[config.mk]
export PLATFORM = sky130hd
export DESIGN_NAME = tri_bus_arbiter
export DESIGN_NICKNAME = d
export VERILOG_FILES = /design/src/rtl/tri_arb_pkg.sv /design/src/rtl/rr_pick.sv /design/src/rtl/tri_bus_arbiter.sv
export SDC_FILE = /design/constraint.sdc
export NUM_CORES = 1
export LEC_CHECK = 0
export BUFFER_PORTS_ARGS = -buffer_cell sky130_fd_sc_hd__clkbuf_2
export CELL_PAD_IN_SITES_DETAIL_PLACEMENT = 0
export CELL_PAD_IN_SITES_GLOBAL_PLACEMENT = 1
export CORE_ASPECT_RATIO = 1.2
export CORE_MARGIN = 1
export CORE_UTILIZATION = 36
export CTS_BUF_LIST = sky130_fd_sc_hd__clkbuf_2 sky130_fd_sc_hd__clkbuf_4 sky130_fd_sc_hd__clkbuf_8
export CTS_CLUSTER_DIAMETER = 60
export DETAILED_ROUTE_END_ITERATION = 12
export GPL_TIMING_DRIVEN = 0
export PLACE_DENSITY_LB_ADDON = 0.1
export REMOVE_ABC_BUFFERS = 1
export SYNTH_ARGS = -nofsm -noshare
export SYNTH_HDL_FRONTEND = slang
export SYNTH_SLANG_ARGS = --single-unit
[constraint.sdc]
create_clock -name clk -period 2.41 [get_ports clk]
set_input_delay 0.241 -clock clk [delete_from_list [all_inputs] [get_ports clk]]
set_output_delay 0.241 -clock clk [all_outputs]
set_load 0.05 [all_outputs]
[src/rtl/tri_arb_pkg.sv]
// Shared definitions for the tri-state bus arbiter: FSM state type and
// default parameter values.
package tri_arb_pkg;

    typedef enum logic [1:0] {
        IDLE = 2'd0,
        OWN  = 2'd1,
        TURN = 2'd2
    } arb_state_e;

    localparam int DEF_NREQ      = 4;
    localparam int DEF_W         = 8;
    localparam int DEF_TA_CYCLES = 1;
    localparam int DEF_MAX_HOLD  = 4;

endpackage : tri_arb_pkg

[src/rtl/rr_pick.sv]
// Combinational round-robin picker: first asserted request at or after ptr_i,
// wrapping from NREQ-1 back to 0.
module rr_pick #(
    parameter int NREQ = 4,
    parameter int PW   = 2
) (
    input  logic [NREQ-1:0] req_i,
    input  logic [PW-1:0]   ptr_i,
    output logic [NREQ-1:0] gnt_o,
    output logic            valid_o
);

    logic [NREQ-1:0] rot_req;
    logic [NREQ-1:0] rot_first;
    logic            found;

    // Rotate so ptr_i lands on bit 0, take the lowest set bit, rotate back.
    always_comb begin
        rot_req   = NREQ'({req_i, req_i} >> ptr_i);
        rot_first = '0;
        found     = 1'b0;
        for (int i = 0; i < NREQ; i++) begin
            if (!found && rot_req[i]) begin
                rot_first[i] = 1'b1;
                found        = 1'b1;
            end
        end
        gnt_o   = NREQ'(({rot_first, rot_first} << ptr_i) >> NREQ);
        valid_o = found;
    end

endmodule : rr_pick

[src/rtl/tri_bus_arbiter.sv]
// Round-robin owner selection for a shared tri-state bus with bounded hold
// time and a fixed all-drivers-off turnaround between owners.
module tri_bus_arbiter
    import tri_arb_pkg::*;
#(
    parameter int NREQ      = DEF_NREQ,
    parameter int W         = DEF_W,
    parameter int TA_CYCLES = DEF_TA_CYCLES,
    parameter int MAX_HOLD  = DEF_MAX_HOLD
) (
    input  logic              clk,
    input  logic              rst_n,
    input  logic [NREQ-1:0]   req,
    input  logic [NREQ*W-1:0] data_in,
    output logic [NREQ-1:0]   oe,
    output logic [NREQ-1:0]   grant,
    output logic [W-1:0]      bus_data,
    output logic              bus_z
);

    localparam int PW = (NREQ > 1) ? $clog2(NREQ) : 1;

    arb_state_e      state_q;
    logic [NREQ-1:0] oe_q;
    logic [PW-1:0]   ptr_q;
    logic [7:0]      hold_cnt_q;
    logic [2:0]      turn_cnt_q;

    logic [NREQ-1:0] pick_gnt;
    logic            pick_valid;
    logic [PW-1:0]   pick_idx;
    logic [PW-1:0]   ptr_d;
    logic            owner_req;
    logic            others_req;
    logic            hold_full;
    logic            turn_last;

    rr_pick #(
        .NREQ (NREQ),
        .PW   (PW)
    ) u_pick (
        .req_i   (req),
        .ptr_i   (ptr_q),
        .gnt_o   (pick_gnt),
        .valid_o (pick_valid)
    );

    // NOTE: every variable written here gets a default first, so no latch is inferred.
    always_comb begin
        pick_idx = '0;
        for (int i = 0; i < NREQ; i++) begin
            if (pick_gnt[i]) pick_idx = PW'(i);
        end
        ptr_d      = (pick_idx == PW'(NREQ - 1)) ? '0 : pick_idx + 1'b1;
        owner_req  = |(req & oe_q);
        others_req = |(req & ~oe_q);
        hold_full  = (hold_cnt_q == 8'(MAX_HOLD));
        turn_last  = (turn_cnt_q <= 3'd1);
    end

    // NOTE: state uses non-blocking assignments; the async reset clears every
    // register, which is what drops the enables without waiting for clk.
    always_ff @(posedge clk or negedge rst_n) begin
        if (!rst_n) begin
            state_q    <= IDLE;
            oe_q       <= '0;
            ptr_q      <= '0;
            hold_cnt_q <= '0;
            turn_cnt_q <= '0;
        end else begin
            case (state_q)
                IDLE: begin
                    if (pick_valid) begin
                        state_q    <= OWN;
                        oe_q       <= pick_gnt;
                        ptr_q      <= ptr_d;
                        hold_cnt_q <= 8'd1;
                    end
                end
                OWN: begin
                    if (!owner_req || (hold_full && others_req)) begin
                        state_q    <= TURN;
                        oe_q       <= '0;
                        hold_cnt_q <= '0;
                        turn_cnt_q <= 3'(TA_CYCLES);
                    end else if (!hold_full) begin
                        hold_cnt_q <= hold_cnt_q + 8'd1;
                    end
                end
                TURN: begin
                    if (!turn_last) begin
                        turn_cnt_q <= turn_cnt_q - 3'd1;
                    end else begin
                        turn_cnt_q <= '0;
                        if (pick_valid) begin
                            state_q    <= OWN;
                            oe_q       <= pick_gnt;
                            ptr_q      <= ptr_d;
                            hold_cnt_q <= 8'd1;
                        end else begin
                            state_q <= IDLE;
                        end
                    end
                end
                default: begin
                    state_q <= IDLE;
                    oe_q    <= '0;
                end
            endcase
        end
    end

    // oe_q is one-hot-or-zero, so at most one slice is selected.
    always_comb begin
        bus_data = '0;
        for (int i = 0; i < NREQ; i++) begin
            if (oe_q[i]) bus_data = data_in[i*W +: W];
        end
    end

    assign oe    = oe_q;
    assign grant = oe_q;
    assign bus_z = ~|oe_q;

endmodule : tri_bus_arbiter

==> flow_summary.yaml, run 1 <==
worst_setup_path:
  cp.required_ps: 2170
  critical_path_depth: 6
  worstPathMaxFanout: 15
  worstReg2RegEnd: "hold_cnt_q[3]"
  regToRegSetupSlack_ps: 320
  cpPeakStageDelay_ps: 580
  crit_path_end_kind: "output port"
  crit_end: "bus_data[7]"
  critPathKind: "register to output port"
  r2r_cells: 5
  path_buf_inv: 1
  path_delay_family: "flip-flops"
  slowest_stage: "dfrtp_1"
  critPathArrivalTime_ps: 1890
  r2r-start: "grant[2]"
  cp-start-kind: "register"
  path_cells: "nor2b_4 -> a22oi_1 -> nor2_1 -> a21oi_1 -> o21ai_0 -> clkbuf_2"
  crit_path_start: "grant[1]"
yosys:
  yosysWarnings: 0
  syn_area_per_cell_um2: 7.995
  synth_ff_type: "dfrtp_1"
  ys_seq_elements: 19
  mappedNetlistArea_mm2: 0.001455
  synth_area_leader_cell: "dfrtp_1"
  synth_cells: 182
  synth.top_cells.by_area: "dfrtp_1, a21oi_1, o21ai_0"
  seq_area_frac_synth_pct: 32.67
  async_reset_ff_share_pct: 100.0
  synth_top_area_share_pct: 32.67
  synth_edf_count: 0
  ys_types: 47
floorplan:
  die_w_um: 60.04
  die_h_um: 71.65
  num_rows: 24
  core_area_mm2: 0.003754
  die_area_mm2: 0.004301
  ioPinCount: 55
  start_util_pct: 38.77
finish:
  areaGrowthSynthToFinish_pct: 23.82
  final_common_cell: "clkbuf_2"
  fill_cells: 391
  ff_latch_area_um2: 475.5
  drive_gt1_share_pct: 31.17
  antenna_cells: 0
  fin_util_pct: 48.00
  final_cell_mix: "clkbuf_2, nand2_1, dfrtp_1, a21oi_1, o21ai_0"
  multi_input_area_um2: 890.9
  fin_nets: 274
detailed_routing:
  wl_um: 3598
  ant_nets: 0
  drtIter0Drc: 71
  drc: 0
  wl_per_cell_um: 12.71
  vias: 1506
  vias_per_cell: 5.322
  drtPass1Iterations: 4
sta:
  maxSlewViolCount: 0
  setup_viol: 0
  max_freq_mhz: 468.9
  whs_ps: 317.7
  worstMarginPinSlew_ps: 656.0
  min_period_ps: 2133
  skew_ps: 2.405
  rsz0062_at_grt: "false"
  fin_crit_sh_pct: 88.49
  hold_violations: 0
  relSlewSlack_pct: 56.27
clocking:
  clock_sinks: 19
  clkSlewWorstSetupHoldPaths_ps: 70
  clock_latency_ps: 260
  cts-root-buf: "clkbuf_8"
  cts-buffers-inserted: 3
  post_cts.repair.setup_buffers: 0
  ctsHtreeMaxLevel: 1
  cts_buffer_depth: 2
  cts_tree: "done"
place:
  gp_congestion: 0.7949
  dp_hpwl_um: 2850
  io_buffers: 54
global_routing:
  grt_pass1_wl_um: 6058
  grt_max_degree: 23
  grt_usage_pct: 18.30
  grt_overflow_total: 0
  grt_pass1_vias: 1368
  antenna_found_initial: 0
power_and_ir_drop:
  ir_drop_uv: 532.7
  power.density_mw_per_mm2: 1319
  leakage_nw: 0.8537
run_status:
  status: "completed"
worst_hold_path:
  hold_class: "input pin to register"
job:
  drv_cap: 0
how the worst min path moves through the flow:
stage	startpoint	end	cells after the start
2_1_floorplan	rst_n	grant[0]	0
3_3_place_gp	rst_n	hold_cnt_q[5]	1
3_5_place_dp	rst_n	hold_cnt_q[5]	1
4_1_cts	req[0]	grant[0]	3
5_1_grt	req[0]	grant[0]	3
6_report	req[0]	grant[0]	3
state kept, by name (all words and copies together) (netlist names):
register	flops
grant	4
turn_cnt_q	3
ptr_q	2
state_q	2
hold_cnt_q	8
power breakdown:
part | internal, mW | switching [mW] | total (mW)
Clock | 0.129 | 0.106 | 0.235
Sequential | 0.412 | 0.198 | 0.610
Combinational | 0.475 | 1.06 | 1.53
layout make-up:
class / count / area share [%]
multi-input combinational: 142 / 49.44
sequential: 19 / 26.39
tap: 52 / 3.611
timing repair buffer: 55 / 15.56
clock buffer: 4 / 2.708
inverter: 11 / 2.292
worst register-to-register path, cell delays in order, from the launching register on:
cell and delay (ps):
dfrtp_1 760, nor2b_1 170, a2111oi_4 440, nand3b_1 190, and2_4 220, a22o_1 190
metrics by stage:
step	power [mW]	std cells	setup slack (ps)	setup TNS, ps	cell area, um2
after floorplan	1.780	172	-655.5	-5695	1400
after global placement	2.126	278	349.2	0	1735
after detailed placement	2.157	278	255.4	0	1735
after CTS	2.401	283	142.2	0	1797
after global routing	2.587	283	54.22	0	1802
final	2.377	283	277.3	0	1802
per-layer routing:
metal,GRT usage [%],wire (um),vias to the layer above,share of wire [%]
met5,0,0,-,0
met4,7.494,56,0,1.6
met3,1.625,145,5,4.0
met2,32.72,1813,46,50
met1,21.86,1583,696,44
li1,-,-,759,-
kinds of logic after synthesis:
group / count (synthesis) / share of synthesized area [%]
DFF: 19 / 32.67
adders and majority gates: 4 / 3.440
and+or+nand+nor: 66 / 23.39
AOI/OAI and AO/OA: 71 / 33.28
xor gates and xnor gates: 1 / 0.6020
buffers and inverters: 21 / 6.621
synth_stat cells (2+ instances only):
library cell / instances
ha_1: 4
o21ai_1: 4
inv_1: 11
o21ai_0: 16
o211a_1: 2
dfrtp_1: 19
nand2b_1: 2
buf_4: 4
o21ai_2: 3
a21oi_1: 18
o2bb2ai_1: 3
nor3_1: 2
nor2b_1: 6
or3_1: 3
a22oi_1: 10
buf_2: 2
nand3_1: 9
buf_1: 2
nor2_1: 11
clkbuf_1: 2
nand2_1: 21
a21o_1: 2
and2_1: 2
timing repair:
action / CTS / global route
gates cloned: 0 / 0
endpoints found under the hold margin: 19 / 0
endpoints found under the setup margin: 6 / 2
hold buffers: 1 / 0
gates resized for setup: 1 / 1
No activity file was read; power rests on OpenSTA's default activity.
==> run 2: changes to the inputs <==
--- a/config.mk
+++ b/config.mk
@@ -8,15 +8,13 @@
 export BUFFER_PORTS_ARGS = -buffer_cell sky130_fd_sc_hd__clkbuf_2
 export CELL_PAD_IN_SITES_DETAIL_PLACEMENT = 0
 export CELL_PAD_IN_SITES_GLOBAL_PLACEMENT = 1
-export CORE_ASPECT_RATIO = 1.2
 export CORE_MARGIN = 1
-export CORE_UTILIZATION = 36
+export CORE_UTILIZATION = 39
 export CTS_BUF_LIST = sky130_fd_sc_hd__clkbuf_2 sky130_fd_sc_hd__clkbuf_4 sky130_fd_sc_hd__clkbuf_8
 export CTS_CLUSTER_DIAMETER = 60
 export DETAILED_ROUTE_END_ITERATION = 12
 export GPL_TIMING_DRIVEN = 0
 export PLACE_DENSITY_LB_ADDON = 0.1
-export REMOVE_ABC_BUFFERS = 1
 export SYNTH_ARGS = -nofsm -noshare
 export SYNTH_HDL_FRONTEND = slang
 export SYNTH_SLANG_ARGS = --single-unit
==> constraint.sdc (replaced) <==
create_clock -name clk -period 2.5 [get_ports clk]
set_input_delay 0.25 -clock clk [delete_from_list [all_inputs] [get_ports clk]]
set_output_delay 0.25 -clock clk [all_outputs]
set_load 0.05 [all_outputs]
==> run 2 against run 1 <==
- worst setup slack worse by 6.9 ps
- critical path type unchanged
- sequential power is 14% lower
- largest power group unchanged
- worst hold slack better by 21 ps
==> flow_summary.yaml, run 2 (synthesis results as in run 1) <==
run_status:
  status: "completed"
detailed_routing:
  drc: 0
  drtIter0Drc: 76
  vias: 1545
  vias_per_cell: 5.383
  ant_nets: 0
  wl_per_cell_um: 12.99
  wl_um: 3728
  drtPass1Iterations: 5
floorplan:
  ioPinCount: 55
  core_area_mm2: 0.003442
  die_w_um: 63.09
  die_area_mm2: 0.003980
  num_rows: 21
  die_h_um: 63.09
  start_util_pct: 42.28
global_routing:
  grt_overflow_total: 0
  antenna_found_initial: 0
  grt_pass1_wl_um: 6292
  grt_usage_pct: 19.35
  grt_max_degree: 20
  grt_pass1_vias: 1471
worst_setup_path:
  crit_path_start: "grant[0]"
  cp-start-kind: "register"
  critPathArrivalTime_ps: 1980
  crit_path_end_kind: "output port"
  r2r-start: "hold_cnt_q[0]"
  r2r_cells: 7
  cpPeakStageDelay_ps: 480
  worstPathMaxFanout: 8
  critPathKind: "register to output port"
  worstReg2RegEnd: "turn_cnt_q[2]"
  regToRegSetupSlack_ps: 610
  slowest_stage: "dfrtp_1"
  path_cells: "nor2b_1 -> clkbuf_1 -> a22oi_1 -> nor2_1 -> a21oi_1 -> o21ai_1 -> clkbuf_2"
  cp.required_ps: 2250
worst_hold_path:
  hold_class: "input pin to register"
  min_from: "req[0]"
  holdPathEnd: "grant[0]"
  hold_path_depth: 3
sta:
  hold_violations: 0
  whs_ps: 338.4
  tns_ps: 0
  min_period_ps: 2230
  maxSlewViolCount: 0
  skew_ps: 2.505
  max_freq_mhz: 448.5
  fin_crit_sh_pct: 89.18
  relSlewSlack_pct: 66.13
  setup_viol: 0
  worstMarginPinSlew_ps: 508.0
  rsz0062_at_grt: "false"
clocking:
  post_cts.repair.setup_buffers: 0
  clock_latency_ps: 250
  cts.hold.buffers_added: 1
  cts_tree: "done"
  ctsHtreeMaxLevel: 1
  clock_sinks: 19
  cts_buffer_depth: 2
  cts_resized: 0
  cts-buffers-inserted: 3
  cts-root-buf: "clkbuf_8"
  clkSlewWorstSetupHoldPaths_ps: 60
finish:
  final_cell_mix: "clkbuf_2, nand2_1, dfrtp_1, a21oi_1, o21ai_1"
  antenna_cells: 0
  finalInstanceArea_mm2: 0.001848
  fin_nets: 284
  drive_gt1_share_pct: 32.37
  regMostFlops: "hold_cnt_q"
  final_common_cell: "clkbuf_2"
  fin_cells: 287
  largest_register_ffs: 8
  fill_cells: 323
  areaGrowthSynthToFinish_pct: 27.00
power_and_ir_drop:
  totalPowerFinal_mw: 2.368
  ir_drop_uv: 559.2
  intPower_mw: 1.030
  swShare_pct: 56.52
  power.density_mw_per_mm2: 1282
  p_clk_share_pct: 9.1
  leakage_nw: 0.8925
  switchingPower_mw: 1.339
  comb_power_share_pct: 68.6
  p_seq_share_pct: 22.3
place:
  io_buffers: 54
  dp_hpwl_um: 2932
  placed_area_mm2: 0.001789
  place_inst: 282
  gp_congestion: 0.8359
yosys:
  synth_fp_nets: 224
job:
  drv_cap: 0
run 2: power groups by stage:
stage	clock network (mW)	logic, mW	registers [mW]
2_1_floorplan	0	1.21	0.583
3_3_place_gp	0	1.61	0.524
3_5_place_dp	0	1.62	0.533
4_1_cts	0.225	1.63	0.527
5_1_grt	0.241	1.77	0.547
6_report	0.216	1.62	0.527
run 2: final cells by class:
type	instances	area, um2	area share, %
Buffer	10	55.05	2.979
Clock buffer	4	48.80	2.640
Inverter	11	41.29	2.234
Multi-Input combinational cell	142	889.6	48.14
Sequential cell	19	475.5	25.73
Tap cell	46	57.56	3.114
Timing Repair Buffer	55	280.3	15.17
run 2: how the worst max path moves through the flow:
stage                          endpoint  slack (ps)  cells after the start
after global placement    hold_cnt_q[3]         590                      7
after global routing        bus_data[5]         120                      7
after detailed placement    bus_data[5]         600                      7
final                       bus_data[5]         270                      7
after CTS                   bus_data[5]         320                      7
after floorplan             bus_data[0]         180                      6
run 2: routing by layer:
metal / global-route usage [%] / share of wire (%) / vias to the layer above / wire [um]
met3: 2.899 / 5.8 / 7 / 218
met1: 24.77 / 48 / 708 / 1772
met4: 6.105 / 1.1 / 0 / 40
met5: 0 / 0 / - / 0
li1: - / - / 778 / -
met2: 33.06 / 45 / 52 / 1696
run 2: critical path, delay by kind of cell (launching register included):
family | cells | cell delay (ps)
AOI/OAI and AO/OA | 3 | 340
buffers and inverters | 2 | 630
DFF | 1 | 480
and+or+nand+nor | 2 | 280
run 2: per-stage QoR:
| step | util, % | worst slack [ps] |
|---|---|---|
| 5_1_grt | 53.69 | 118.5 |
| 3_5_place_dp | 51.98 | 602.2 |
| 2_1_floorplan | - | 183.5 |
| 3_3_place_gp | 51.98 | 594.2 |
| 4_1_cts | 53.69 | 315.2 |
| 6_report | 53.69 | 270.4 |
==> run 3: changes to the inputs <==
--- a/config.mk
+++ b/config.mk
@@ -14,6 +14,7 @@
 export CTS_CLUSTER_DIAMETER = 60
 export DETAILED_ROUTE_END_ITERATION = 12
 export GPL_TIMING_DRIVEN = 0
+export MAX_ROUTING_LAYER = met4
 export PLACE_DENSITY_LB_ADDON = 0.1
 export SYNTH_ARGS = -nofsm -noshare
 export SYNTH_HDL_FRONTEND = slang
==> run 3 against run 2 <==
- register-to-register slack about the same
- via count decreased by 0.45%
- die area unchanged
- worst setup slack got worse by 4.4 ps
- critical endpoint unchanged
- highest routed layer unchanged
==> flow_summary.yaml, run 3 (synthesis results as in run 1) <==
global_routing:
  grt_overflow_total: 0
  grt_usage_pct: 19.86
  grt_max_degree: 20
  grt_pass1_vias: 1472
  grt_pass1_wl_um: 6279
  antenna_found_initial: 0
worst_hold_path:
  min_from: "req[0]"
  hold_path_depth: 3
  holdPathEnd: "grant[0]"
  hold_class: "input pin to register"
finish:
  final_cell_mix: "clkbuf_2, nand2_1, dfrtp_1, a21oi_1, o21ai_1"
  largest_register_ffs: 8
  areaGrowthSynthToFinish_pct: 27.00
  fin_nets: 284
  final_common_cell: "clkbuf_2"
  fin_cells: 287
  antenna_cells: 0
  fill_cells: 323
  drive_gt1_share_pct: 32.37
  regMostFlops: "hold_cnt_q"
sta:
  tns_ps: 0
  relSlewSlack_pct: 65.42
  rsz0062_at_grt: "false"
  setup_viol: 0
  skew_ps: 2.141
  max_freq_mhz: 447.6
  fin_crit_sh_pct: 89.36
  worstMarginPinSlew_ps: 518.7
  maxSlewViolCount: 0
  hold_violations: 0
  min_period_ps: 2234
power_and_ir_drop:
  leakage_nw: 0.8925
  power.density_mw_per_mm2: 1280
  ir_drop_uv: 559.1
clocking:
  post_cts.repair.setup_buffers: 0
  cts-buffers-inserted: 3
  clock_sinks: 19
  cts-root-buf: "clkbuf_8"
  ctsHtreeMaxLevel: 1
  cts_tree: "done"
  clkSlewWorstSetupHoldPaths_ps: 60
  cts_buffer_depth: 2
  clock_latency_ps: 250
worst_setup_path:
  r2r-start: "hold_cnt_q[0]"
  worstReg2RegEnd: "turn_cnt_q[2]"
  critPathArrivalTime_ps: 1980
  critPathKind: "register to output port"
  worstPathMaxFanout: 8
  cp.required_ps: 2250
  crit_path_end_kind: "output port"
  regToRegSetupSlack_ps: 620
  cp-start-kind: "register"
  r2r_cells: 7
floorplan:
  die_h_um: 63.09
  num_rows: 21
  die_area_mm2: 0.003980
  start_util_pct: 42.28
  ioPinCount: 55
  core_area_mm2: 0.003442
  die_w_um: 63.09
detailed_routing:
  wl_per_cell_um: 12.87
  drtIter0Drc: 74
  vias: 1538
  drtPass1Iterations: 5
  wl_um: 3694
  ant_nets: 0
  vias_per_cell: 5.359
  drc: 0
place:
  gp_congestion: 0.8488
  place_inst: 282
  dp_hpwl_um: 2932
  io_buffers: 54
job:
  drv_cap: 0
yosys:
  synth_fp_nets: 224
run_status:
  status: "completed"
[run 3: layout make-up]
class | instances | area [um2] | share of cell area [%]
multi-input combinational | 142 | 889.6 | 48.14
inverter | 11 | 41.29 | 2.234
buffer | 10 | 55.05 | 2.979
tap | 46 | 57.56 | 3.114
clock buffer | 4 | 48.80 | 2.640
sequential | 19 | 475.5 | 25.73
timing repair buffer | 55 | 280.3 | 15.17
[run 3: routing by layer]
metal / routed length [um] / part of all wire [%] / GRT usage (%)
met5: 0 / 0 / -
met4: 40 / 1.1 / 6.105
met3: 243 / 6.6 / 2.899
met2: 1704 / 46 / 33.06
met1: 1706 / 46 / 24.66
[run 3: where the power goes]
part / switching, mW / internal, mW / total, mW
registers: 0.130 / 0.399 / 0.528
logic: 1.12 / 0.507 / 1.62
clock network: 0.0906 / 0.124 / 0.214
[run 3: stage by stage]
step	util, %	hold slack, ps	setup WS [ps]	instance area [um2]	power [mW]
final	53.69	338.3	266.0	1848	2.365
after CTS	53.69	340.5	315.2	1848	2.382
after detailed placement	51.98	231.1	602.2	1789	2.158
after global routing	53.69	356.4	118.5	1848	2.555
after floorplan	-	-45.59	183.5	1461	1.794
after global placement	51.98	224.7	594.2	1789	2.130
[run 3: worst max-delay path by stage]
stage	startpoint	to	depth (start not counted)
floorplan	grant[0]	bus_data[0]	6
global placement	hold_cnt_q[0]	hold_cnt_q[3]	7
detailed placement	grant[0]	bus_data[5]	7
CTS	grant[0]	bus_data[5]	7
global route	grant[0]	bus_data[5]	7
finish	grant[0]	bus_data[5]	7
[run 3: worst max-delay path, stage by stage (launching register included)]
cell	delay, ps
dfrtp_1	480
nor2b_1	160
clkbuf_1	330
a22oi_1	140
nor2_1	120
a21oi_1	50
o21ai_1	160
clkbuf_2	300
[run 3: repair_timing]
item	4_1_cts	5_1_grt
hold endpoints to repair	19	0
hold buffers	1	0
setup endpoints to repair	0	0
resized for setup	0	0
